## config.mk

```make
export PLATFORM = sky130hd
export DESIGN_NAME = add_sub_pipe
export DESIGN_NICKNAME = d
export VERILOG_FILES = /design/src/rtl/add_sub_pkg.sv /design/src/rtl/add_sub_slice.sv /design/src/rtl/full_adder.sv /design/src/rtl/add_sub_pipe.sv
export SDC_FILE = /design/constraint.sdc
export NUM_CORES = 1
export LEC_CHECK = 0
export CAP_MARGIN = 20
export CORE_ASPECT_RATIO = 1.2
export CORE_MARGIN = 5
export CORE_UTILIZATION = 35
export CTS_BUF_LIST = sky130_fd_sc_hd__clkbuf_8
export CTS_CLUSTER_DIAMETER = 100
export DETAILED_ROUTE_END_ITERATION = 8
export DONT_BUFFER_PORTS = 1
export HOLD_SLACK_MARGIN = 0.15
export PLACE_DENSITY = 0.53
export SETUP_SLACK_MARGIN = 0.4
export SLEW_MARGIN = 20
export SYNTH_ARGS = -nofsm -noshare
export SYNTH_HDL_FRONTEND = slang
export SYNTH_HIERARCHICAL = 1
export SYNTH_SLANG_ARGS = --single-unit
export TNS_END_PERCENT = 50
```

## constraint.sdc

```tcl
create_clock -name clk -period 7 [get_ports clk]
set_input_delay 0.7 -clock clk [delete_from_list [all_inputs] [get_ports clk]]
set_output_delay 0.7 -clock clk [all_outputs]
set_load 0.02 [all_outputs]
```

## src/rtl/add_sub_pkg.sv

```systemverilog
// ----------------------------------------------------------------------------
// add_sub_pkg: shared types and saturation constants for add_sub_pipe.
// Rev 1.0
// ----------------------------------------------------------------------------
`default_nettype none

package add_sub_pkg;

  localparam int MAX_WIDTH = 64;

  typedef struct packed {
    logic [MAX_WIDTH-1:0] a;
    logic [MAX_WIDTH-1:0] b;
    logic                 sub;
    logic                 sat;
  } add_sub_op_t;

  // Largest positive two's-complement value of the given width, zero-extended.
  function automatic logic [MAX_WIDTH-1:0] smax(input int width);
    return {MAX_WIDTH{1'b1}} >> (MAX_WIDTH - width + 1);
  endfunction

  function automatic logic [MAX_WIDTH-1:0] smin(input int width);
    return {{(MAX_WIDTH-1){1'b0}}, 1'b1} << (width - 1);
  endfunction

endpackage

`default_nettype wire

```

## src/rtl/add_sub_slice.sv

```systemverilog
// ----------------------------------------------------------------------------
// add_sub_slice: combinational SW-bit ripple adder built from full_adder cells.
// Rev 1.0
// ----------------------------------------------------------------------------
`default_nettype none

module add_sub_slice
  import add_sub_pkg::*;
#(
  parameter int SW = 4
) (
  input  logic [SW-1:0] a_i,
  input  logic [SW-1:0] b_i,
  input  logic          cin_i,
  output logic [SW-1:0] sum_o,
  output logic          cout_o
);

  logic [SW:0] w_c;

  assign w_c[0] = cin_i;

  for (genvar i = 0; i < SW; i++) begin : g_bit
    full_adder u_fa (
      .a_i   (a_i[i]),
      .b_i   (b_i[i]),
      .cin_i (w_c[i]),
      .sum_o (sum_o[i]),
      .cout_o(w_c[i+1])
    );
  end

  assign cout_o = w_c[SW];

endmodule

`default_nettype wire

```

## src/rtl/full_adder.sv

```systemverilog
// ----------------------------------------------------------------------------
// full_adder: single-bit full adder cell.
// Rev 1.0
// ----------------------------------------------------------------------------
`default_nettype none

module full_adder (
  input  logic a_i,
  input  logic b_i,
  input  logic cin_i,
  output logic sum_o,
  output logic cout_o
);

  assign sum_o  = a_i ^ b_i ^ cin_i;
  assign cout_o = (a_i & b_i) | (cin_i & (a_i ^ b_i));

endmodule

`default_nettype wire

```

## src/rtl/add_sub_pipe.sv

```systemverilog
// ----------------------------------------------------------------------------
// add_sub_pipe: carry-sliced pipelined add/sub with flags, saturation, valid/ready.
// Rev 1.0
// ----------------------------------------------------------------------------
`default_nettype none

module add_sub_pipe
  import add_sub_pkg::*;
#(
  parameter int WIDTH  = 8,
  parameter int STAGES = 2
) (
  input  logic             clk,
  input  logic             rst_n,
  input  logic             in_valid,
  output logic             in_ready,
  input  logic [WIDTH-1:0] a,
  input  logic [WIDTH-1:0] b,
  input  logic             sub,
  input  logic             sat,
  output logic             out_valid,
  input  logic             out_ready,
  output logic [WIDTH-1:0] sum,
  output logic             carry,
  output logic             overflow,
  output logic             zero
);

  localparam int SW = WIDTH / STAGES;
  localparam logic [WIDTH-1:0] C_SMAX = WIDTH'(smax(WIDTH));
  localparam logic [WIDTH-1:0] C_SMIN = WIDTH'(smin(WIDTH));

  logic              w_adv;
  logic [WIDTH-1:0]  a_q;
  logic [WIDTH-1:0]  b_q;
  logic              sub_q;
  logic [STAGES-1:0] sat_q;
  logic [STAGES:0]   vld_q;
  logic [STAGES:0]   w_cin;
  logic [WIDTH-1:0]  w_pre;
  logic              w_a_msb;
  logic              w_b_msb;
  logic              ovf_d;
  logic [WIDTH-1:0]  sum_d;
  logic [WIDTH-1:0]  sum_q;
  logic              carry_q;
  logic              ovf_q;
  logic              zero_q;

  // One global enable: the whole pipe freezes while a result waits unconsumed.
  assign w_adv    = !vld_q[STAGES] || out_ready;
  assign in_ready = w_adv;

  always_ff @(posedge clk or negedge rst_n) begin
    if (!rst_n) begin
      a_q   <= '0;
      b_q   <= '0;
      sub_q <= 1'b0;
      sat_q <= '0;
      vld_q <= '0;
    end else if (w_adv) begin
      a_q      <= a;
      b_q      <= b ^ {WIDTH{sub}};
      sub_q    <= sub;
      sat_q[0] <= sat;
      vld_q[0] <= in_valid;
      for (int i = 1; i < STAGES; i++) sat_q[i] <= sat_q[i-1];
      for (int i = 1; i <= STAGES; i++) vld_q[i] <= vld_q[i-1];
    end
  end

  assign w_cin[0] = sub_q;

  for (genvar k = 0; k < STAGES; k++) begin : g_stage
    logic [SW-1:0] w_a_s;
    logic [SW-1:0] w_b_s;
    logic [SW-1:0] w_s;
    logic          w_co;

    if (k == 0) begin : g_noskew
      assign w_a_s = a_q[k*SW +: SW];
      assign w_b_s = b_q[k*SW +: SW];
    end else begin : g_skew
      // Slice k waits k cycles so it meets the carry out of slice k-1.
      logic [SW-1:0] a_sk_q [k];
      logic [SW-1:0] b_sk_q [k];

      always_ff @(posedge clk or negedge rst_n) begin
        if (!rst_n) begin
          for (int j = 0; j < k; j++) begin
            a_sk_q[j] <= '0;
            b_sk_q[j] <= '0;
          end
        end else if (w_adv) begin
          a_sk_q[0] <= a_q[k*SW +: SW];
          b_sk_q[0] <= b_q[k*SW +: SW];
          for (int j = 1; j < k; j++) begin
            a_sk_q[j] <= a_sk_q[j-1];
            b_sk_q[j] <= b_sk_q[j-1];
          end
        end
      end

      assign w_a_s = a_sk_q[k-1];
      assign w_b_s = b_sk_q[k-1];
    end

    add_sub_slice #(.SW(SW)) u_slice (
      .a_i   (w_a_s),
      .b_i   (w_b_s),
      .cin_i (w_cin[k]),
      .sum_o (w_s),
      .cout_o(w_co)
    );

    if (k == STAGES - 1) begin : g_last
      assign w_cin[k+1]          = w_co;
      assign w_pre[k*SW +: SW]   = w_s;
      assign w_a_msb             = w_a_s[SW-1];
      assign w_b_msb             = w_b_s[SW-1];
    end else begin : g_mid
      logic          cy_q;
      logic [SW-1:0] res_q [STAGES-1-k];

      always_ff @(posedge clk or negedge rst_n) begin
        if (!rst_n) begin
          cy_q <= 1'b0;
          for (int j = 0; j < STAGES - 1 - k; j++) res_q[j] <= '0;
        end else if (w_adv) begin
          cy_q     <= w_co;
          res_q[0] <= w_s;
          for (int j = 1; j < STAGES - 1 - k; j++) res_q[j] <= res_q[j-1];
        end
      end

      assign w_cin[k+1]        = cy_q;
      assign w_pre[k*SW +: SW] = res_q[STAGES-2-k];
    end
  end

  assign ovf_d = (w_a_msb == w_b_msb) && (w_pre[WIDTH-1] != w_a_msb);
  assign sum_d = (sat_q[STAGES-1] && ovf_d) ? (w_a_msb ? C_SMIN : C_SMAX) : w_pre;

  always_ff @(posedge clk or negedge rst_n) begin
    if (!rst_n) begin
      sum_q   <= '0;
      carry_q <= 1'b0;
      ovf_q   <= 1'b0;
      zero_q  <= 1'b0;
    end else if (w_adv) begin
      sum_q   <= sum_d;
      carry_q <= w_cin[STAGES];
      ovf_q   <= ovf_d;
      zero_q  <= (sum_d == '0);
    end
  end

  assign out_valid = vld_q[STAGES];
  assign sum       = sum_q;
  assign carry     = carry_q;
  assign overflow  = ovf_q;
  assign zero      = zero_q;

endmodule

`default_nettype wire
```

**Yosys cells after proc, flatten, opt, wreduce, memory -nomap -nowiden**

Cells that the tools add are included.

- Muxes and demuxes: 2
- Bitwise operators: 41
- Equal/unequal tests: 2
- Reduce and logical (&&, ||, !) cells: 5

Operators with widths:

| kind | count |
|---|---|
| 1-bit AND | 16 |
| 8-bit 2-to-1 mux | 2 |
| 1-bit XOR | 16 |
| 8-bit logical NOT | 1 |
| 1-bit OR | 8 |
| 8-bit XOR | 1 |
| 1-bit logical AND | 2 |
| 1-bit equality test | 1 |
| 1-bit logical NOT | 1 |
| 1-bit logical OR | 1 |
| 1-bit != test | 1 |

- Logic and storage cells: 63
- Register bits: 46
- Output and inout port bits: 13
- Bits of input ports: 22

**Logic depth before layout (Yosys ltp)**

- Word-level depth: 13
- Depth in mapped cells: 7

**Cells and area by module**

Netlist, hierarchy kept.

Modules (own cells, without submodules):

| module | instances | seq. area each (um^2) | area an instance (um^2) | cells each |
|---|---|---|---|---|
| add_sub_pipe | 1 | 1151.1 | 1961.9 | 205 |
| full_adder | 8 | 0.0 | 20.0 | 1 |

**Worst setup path after synthesis**

No wires, ideal clock.

- Kind: reg2reg
- Start: reg g_stage[1].g_skew.a_sk_q[0] (netlist bit)
- End: reg sum_q[6], in the netlist sum[6]
- Cell stages (with the launch flop): 8
- Library setup time: 0.094 ns
- Slack: 4.194 ns
- Arrival: 2.712 ns
- Buffers on the path: 0
- Data required time: 6.906 ns
- Cell sequence: dfrtp_1 > fa_1 > fa_1 > fa_1 > fa_1 > nand3b_1 > nand2_1 > a221oi_2

- Word-level cells in the longest chain between the ends: 12
- Elaborated cells on any way between the ends: 14
- Classes of those cells: eq/ne (1); mux (1); bitwise (10); reduce/logical (2)

Ends and longest elaborated chain:

| what | line | RTL |
|---|---|---|
| from (decl) | add_sub_pipe.sv:85 | `logic [SW-1:0] a_sk_q [k];` |
| from (signal, indexed assignment) | add_sub_pipe.sv:98 | `a_sk_q[j] <= a_sk_q[j-1];` |
| 1-bit XOR | full_adder.sv:16 | `assign cout_o = (a_i & b_i) \| (cin_i & (a_i ^ b_i));` |
| 1-bit AND | full_adder.sv:16 |  |
| 1-bit OR (*) | full_adder.sv:16 |  |
| net g_stage[1].u_slice.w_c[1] | add_sub_slice.sv:19 | `logic [SW:0] w_c;` |
| 1-bit AND (*) | full_adder.sv:16 |  |
| 1-bit OR (*) | full_adder.sv:16 |  |
| net g_stage[1].u_slice.w_c[2] | add_sub_slice.sv:19 |  |
| 1-bit AND (*) | full_adder.sv:16 |  |
| 1-bit OR (*) | full_adder.sv:16 |  |
| net g_stage[1].u_slice.w_c[3] | add_sub_slice.sv:19 |  |
| 1-bit XOR (*) | full_adder.sv:15 | `assign sum_o = a_i ^ b_i ^ cin_i;` |
| net g_stage[1].w_s[3] | add_sub_pipe.sv:77 | `logic [SW-1:0] w_s;` |
| 1-bit != test (*) | add_sub_pipe.sv:141 | `assign ovf_d = (w_a_msb == w_b_msb) && (w_pre[WIDTH-1] != w_a_msb);` |
| 1-bit logical AND (*) | add_sub_pipe.sv:141 |  |
| 1-bit logical AND (*) | add_sub_pipe.sv:142 | `assign sum_d = (sat_q[STAGES-1] && ovf_d) ? (w_a_msb ? C_SMIN : C_SMAX) : w_pre;` |
| 8-bit 2-to-1 mux (*) | add_sub_pipe.sv:142 |  |
| to (signal assigned) | add_sub_pipe.sv:151 | `sum_q <= sum_d;` |
| to (decl) | add_sub_pipe.sv:45 | `logic [WIDTH-1:0] sum_q;` |

The timed path passes the listed nets; every way through them passes the cells marked *.
A chain may end at the register's enable or synchronous reset.

**Worst setup path in the final report**

Ends and elaborated chain as after synthesis.

==> flow_summary.rst <==
.. list-table::
   :header-rows: 1

   * - Metric
     - Value
   * - # Max-Cap Violations
     - 0
   * - Half-perimeter wire length of the detailed placement result
     - 2670 µm
   * - Minimum clock period after layout
     - 3.00 ns
   * - Overflow after GRT
     - 0
   * - Gate count after technology mapping
     - 213
   * - Die extent in y
     - around 95 µm
   * - CP Capture Type
     - register
   * - Synthesized Nets
     - around 240
   * - Count of flip-flops with a built-in enable after synthesis
     - 0
   * - Root buffer cell
     - clkbuf_8
   * - Routed wire per std cell
     - roughly 14 µm
   * - Area occupied by multi-input gates
     - 875 µm²
   * - Main flop type after synthesis
     - dfrtp_1
   * - Slowest stage delay, CP
     - approximately 0.64 ns
   * - Layout area overhead
     - 8.84%
   * - Final hold slack
     - 0.236 ns
   * - Maximum number of pins on one net before global-route repair
     - 47
   * - Proportion of layout cells with a drive suffix above 1
     - 9.48%
   * - Synthesized flop and latch total
     - 46
   * - Placer's final routability congestion estimate
     - 0.696
   * - Aggregate negative setup slack
     - 0 ns
   * - Share of the clock period used by the worst path
     - 42.9%
   * - Number of global-route vias before repair
     - 1355
   * - RSZ-0062 raised after global routing
     - no
   * - Number of nets in the layout
     - 241
   * - Largest vdd supply drop
     - 134 µV
   * - Drt first pass iters
     - 4
   * - Worst Setup Path Type
     - reg2reg
   * - First-iteration detailed-routing DRC count
     - 69
   * - Count of pins on the block boundary
     - 35
   * - Fmax
     - 333 MHz
   * - Pwr per Cell Area
     - 455 mW/mm²
   * - Port-buffer cells
     - 0
   * - Cell Chain, Critical Path
     - fa_1 > fa_1 > fa_1 > fa_1 > nand3b_1 > nand2_1 > a221oi_2
   * - Met3 routing resource usage after global routing
     - under 10%
   * - Final-report hold violation count
     - 0
   * - H-tree Lvls
     - 2
   * - Number of sinks on the clock net
     - 46
   * - Synth async-reset ratio
     - 100%
   * - Starting Density
     - a little over a third
   * - Worst min path class
     - in2async
   * - Residual DRC count
     - 0
   * - Reported leakage power
     - 0.00108 µW
   * - Non-filler instance count after layout
     - 293
   * - Least-Margin Pin Slew
     - 0.812 ns
   * - Maximum buffer depth of the clock tree
     - 2
   * - Antenna diode instance count
     - 0
   * - Number of warnings reported in the yosys synthesis log
     - 6
   * - Share of synthesized area occupied by flip-flops and latches
     - 54.2%
   * - Unique cell type count in the Yosys netlist
     - 22
   * - Most used routing layer
     - met2
   * - Core Area
     - ~0.006 mm²
   * - Run status
     - completed
   * - Netlist Area Pre-Place
     - 0.00212 mm²
   * - Slowest-stage cell, CP
     - fa_1
   * - TritonCTS clock tree
     - done
   * - Critical Path Source Type
     - register
   * - Fin Clk Skew
     - 0.00708 ns
   * - Maximum fanout along the worst path
     - 7
   * - Final slew viol count
     - 0
   * - Average instance area after synthesis
     - between 9 and 10 µm²
   * - # setup viols final
     - 0
   * - Final Core Density
     - 38.7%
   * - Vias after detailed routing
     - 1372
   * - Register clock-pin slew on the reported worst setup and hold paths
     - 0.08 ns
   * - Cell occurring most often along the worst timing path
     - fa_1
   * - Worst slew margin relative to its limit
     - a little under half
   * - Clock latency of the later-clocked register in the worst-skew pair
     - slightly below 0.3 ns
   * - Dpl cells
     - 285
   * - Average vias per placed instance
     - 4.68
   * - Data arrival at the endpoint of the critical path
     - 3.20 ns
   * - Fill count
     - 647
   * - Cts bufs inserted
     - 5
   * - Met1 demand-to-capacity share in global routing
     - 16.4%
   * - Sequential cell area in the final layout
     - 0.00115 mm²
   * - DIE AREA
     - 0.00773 mm²
   * - Final WL
     - 4010 µm
   * - Resize count post-CTS
     - 0
   * - Global routing usage on met2
     - 16.7%
   * - Required time at the worst-slack endpoint
     - 7.20 ns
   * - Number of rows created at floorplan
     - 31
   * - Antenna violations before repair
     - 0
   * - Die Wd
     - 81.1 µm
   * - Global-route usage over all layers
     - 11.5%
   * - First-pass GRT wire length
     - about 6800 µm
   * - Remaining antenna violation count after routing
     - 0
==> flip-flops by register name, summed over array words and instances (netlist names), 2 cells and up <==
register / flops
a_q: 8
b_q: 8
g_stage.g_mid.res_q: 4
g_stage.g_skew.a_sk_q: 4
g_stage.g_skew.b_sk_q: 4
sat_q: 2
sum: 8
vld_q: 3
==> where the power goes <==
part,internal [µW],switching (µW),leakage (µW)
sequential,364,119,0.000555
clock,114,83.3,0.0000573
combinational,159,212,0.000465
==> worst paths after layout <==
check / from / to / slack [ns] / depth (start not counted)
hold reg to reg: sat_q[0] / sat_q[0] / 0.47 / 2
setup / recovery: g_stage[1].g_skew.a_sk_q[0] / sum[6] / 4.00 / 7
setup reg to reg: g_stage[1].g_skew.a_sk_q[0] / sum[6] / 4.00 / 7
min in group clk: sat_q[0] / sat_q[0] / 0.47 / 2
hold / removal: rst_n / b_q[0] / 0.24 / 1
max in group asynchronous: rst_n / vld_q[0] / 6.53 / 1
==> routing by layer <==
| metal | vias up | part of all wire (%) |
|---|---|---|
| met3 | 5 | 4.5 |
| met4 | 0 | 1.2 |
| met1 | 658 | 47 |
| met2 | 30 | 47 |
| li1 | 679 | - |
| met5 | - | 0 |
==> cell usage after synthesis (2+ instances only) <==
cell type   n  area (µm²)
a21oi_1     2        10.0
a221oi_2    7         105
a31oi_1     2        12.5
buf_2       5        25.0
buf_6       2        22.5
clkbuf_1    4        15.0
dfrtp_1    46        1150
fa_1        8         160
inv_1       8        30.0
nand2_1    87         327
nand2b_1    2        12.5
nand3b_1    3        22.5
nor2_1      8        30.0
nor4_1      2        12.5
o21ai_0    13        65.1
xnor2_1     8        70.1
==> per-stage QoR <==
step,total power (µW),setup slack (ns),area (µm²)
6_report,1050,4.00,2310
5_1_grt,1140,3.82,2310
4_1_cts,1070,4.00,2310
3_5_place_dp,861,4.02,2170
3_3_place_gp,854,4.04,2170
2_1_floorplan,781,4.19,2120
==> cells by family (layout without fill, tap and decap cells) <==
logic type               after synthesis  after routing  synth area share (%)
AND/OR/NAND/NOR                      104            104                  19.9
flip-flops                            46             46                  54.2
AO/OA/AOI/OAI                         27             27                  10.5
buffers and inverters                 20             18                  4.54
adder cells (fa/ha/maj)                8              8                  7.55
XOR/XNOR                               8              8                  3.30
==> critical path, delay by kind of cell, from the launching register on <==
family	cells	cell delay (ns)
fa+ha+maj	4	1.86
flops	1	0.41
compound gates	1	0.26
simple gates	2	0.39
==> placed cells by master (no fill, tap or decap), types with 2 or more instances in the layout <==
cell type / netlist / routed
nand2_1: 87 / 87
dfrtp_1: 46 / 46
o21ai_0: 13 / 13
xnor2_1: 8 / 8
inv_1: 8 / 8
nor2_1: 8 / 8
fa_1: 8 / 8
a221oi_2: 7 / 7
clkbuf_8: 0 / 6
nand3b_1: 3 / 3
nand2b_1: 2 / 2
a21oi_1: 2 / 2
a31oi_1: 2 / 2
nor4_1: 2 / 2
==> repair_timing <==
action,4_1_cts,5_1_grt
buffers inserted,0,0
hold endpoints to repair,46,0
hold buffers,1,0
==> cell type report <==
cell class                 count  share of cell area, %
clock buffer                   6                   3.58
clock inverter                 1                   1.30
inverter                       9                   1.46
multi-input combinational    147                   37.9
sequential                    46                   49.8
tap                           82                   4.44
timing repair buffer           2                   1.52
Note: power is estimated with default switching activity, not from simulation.
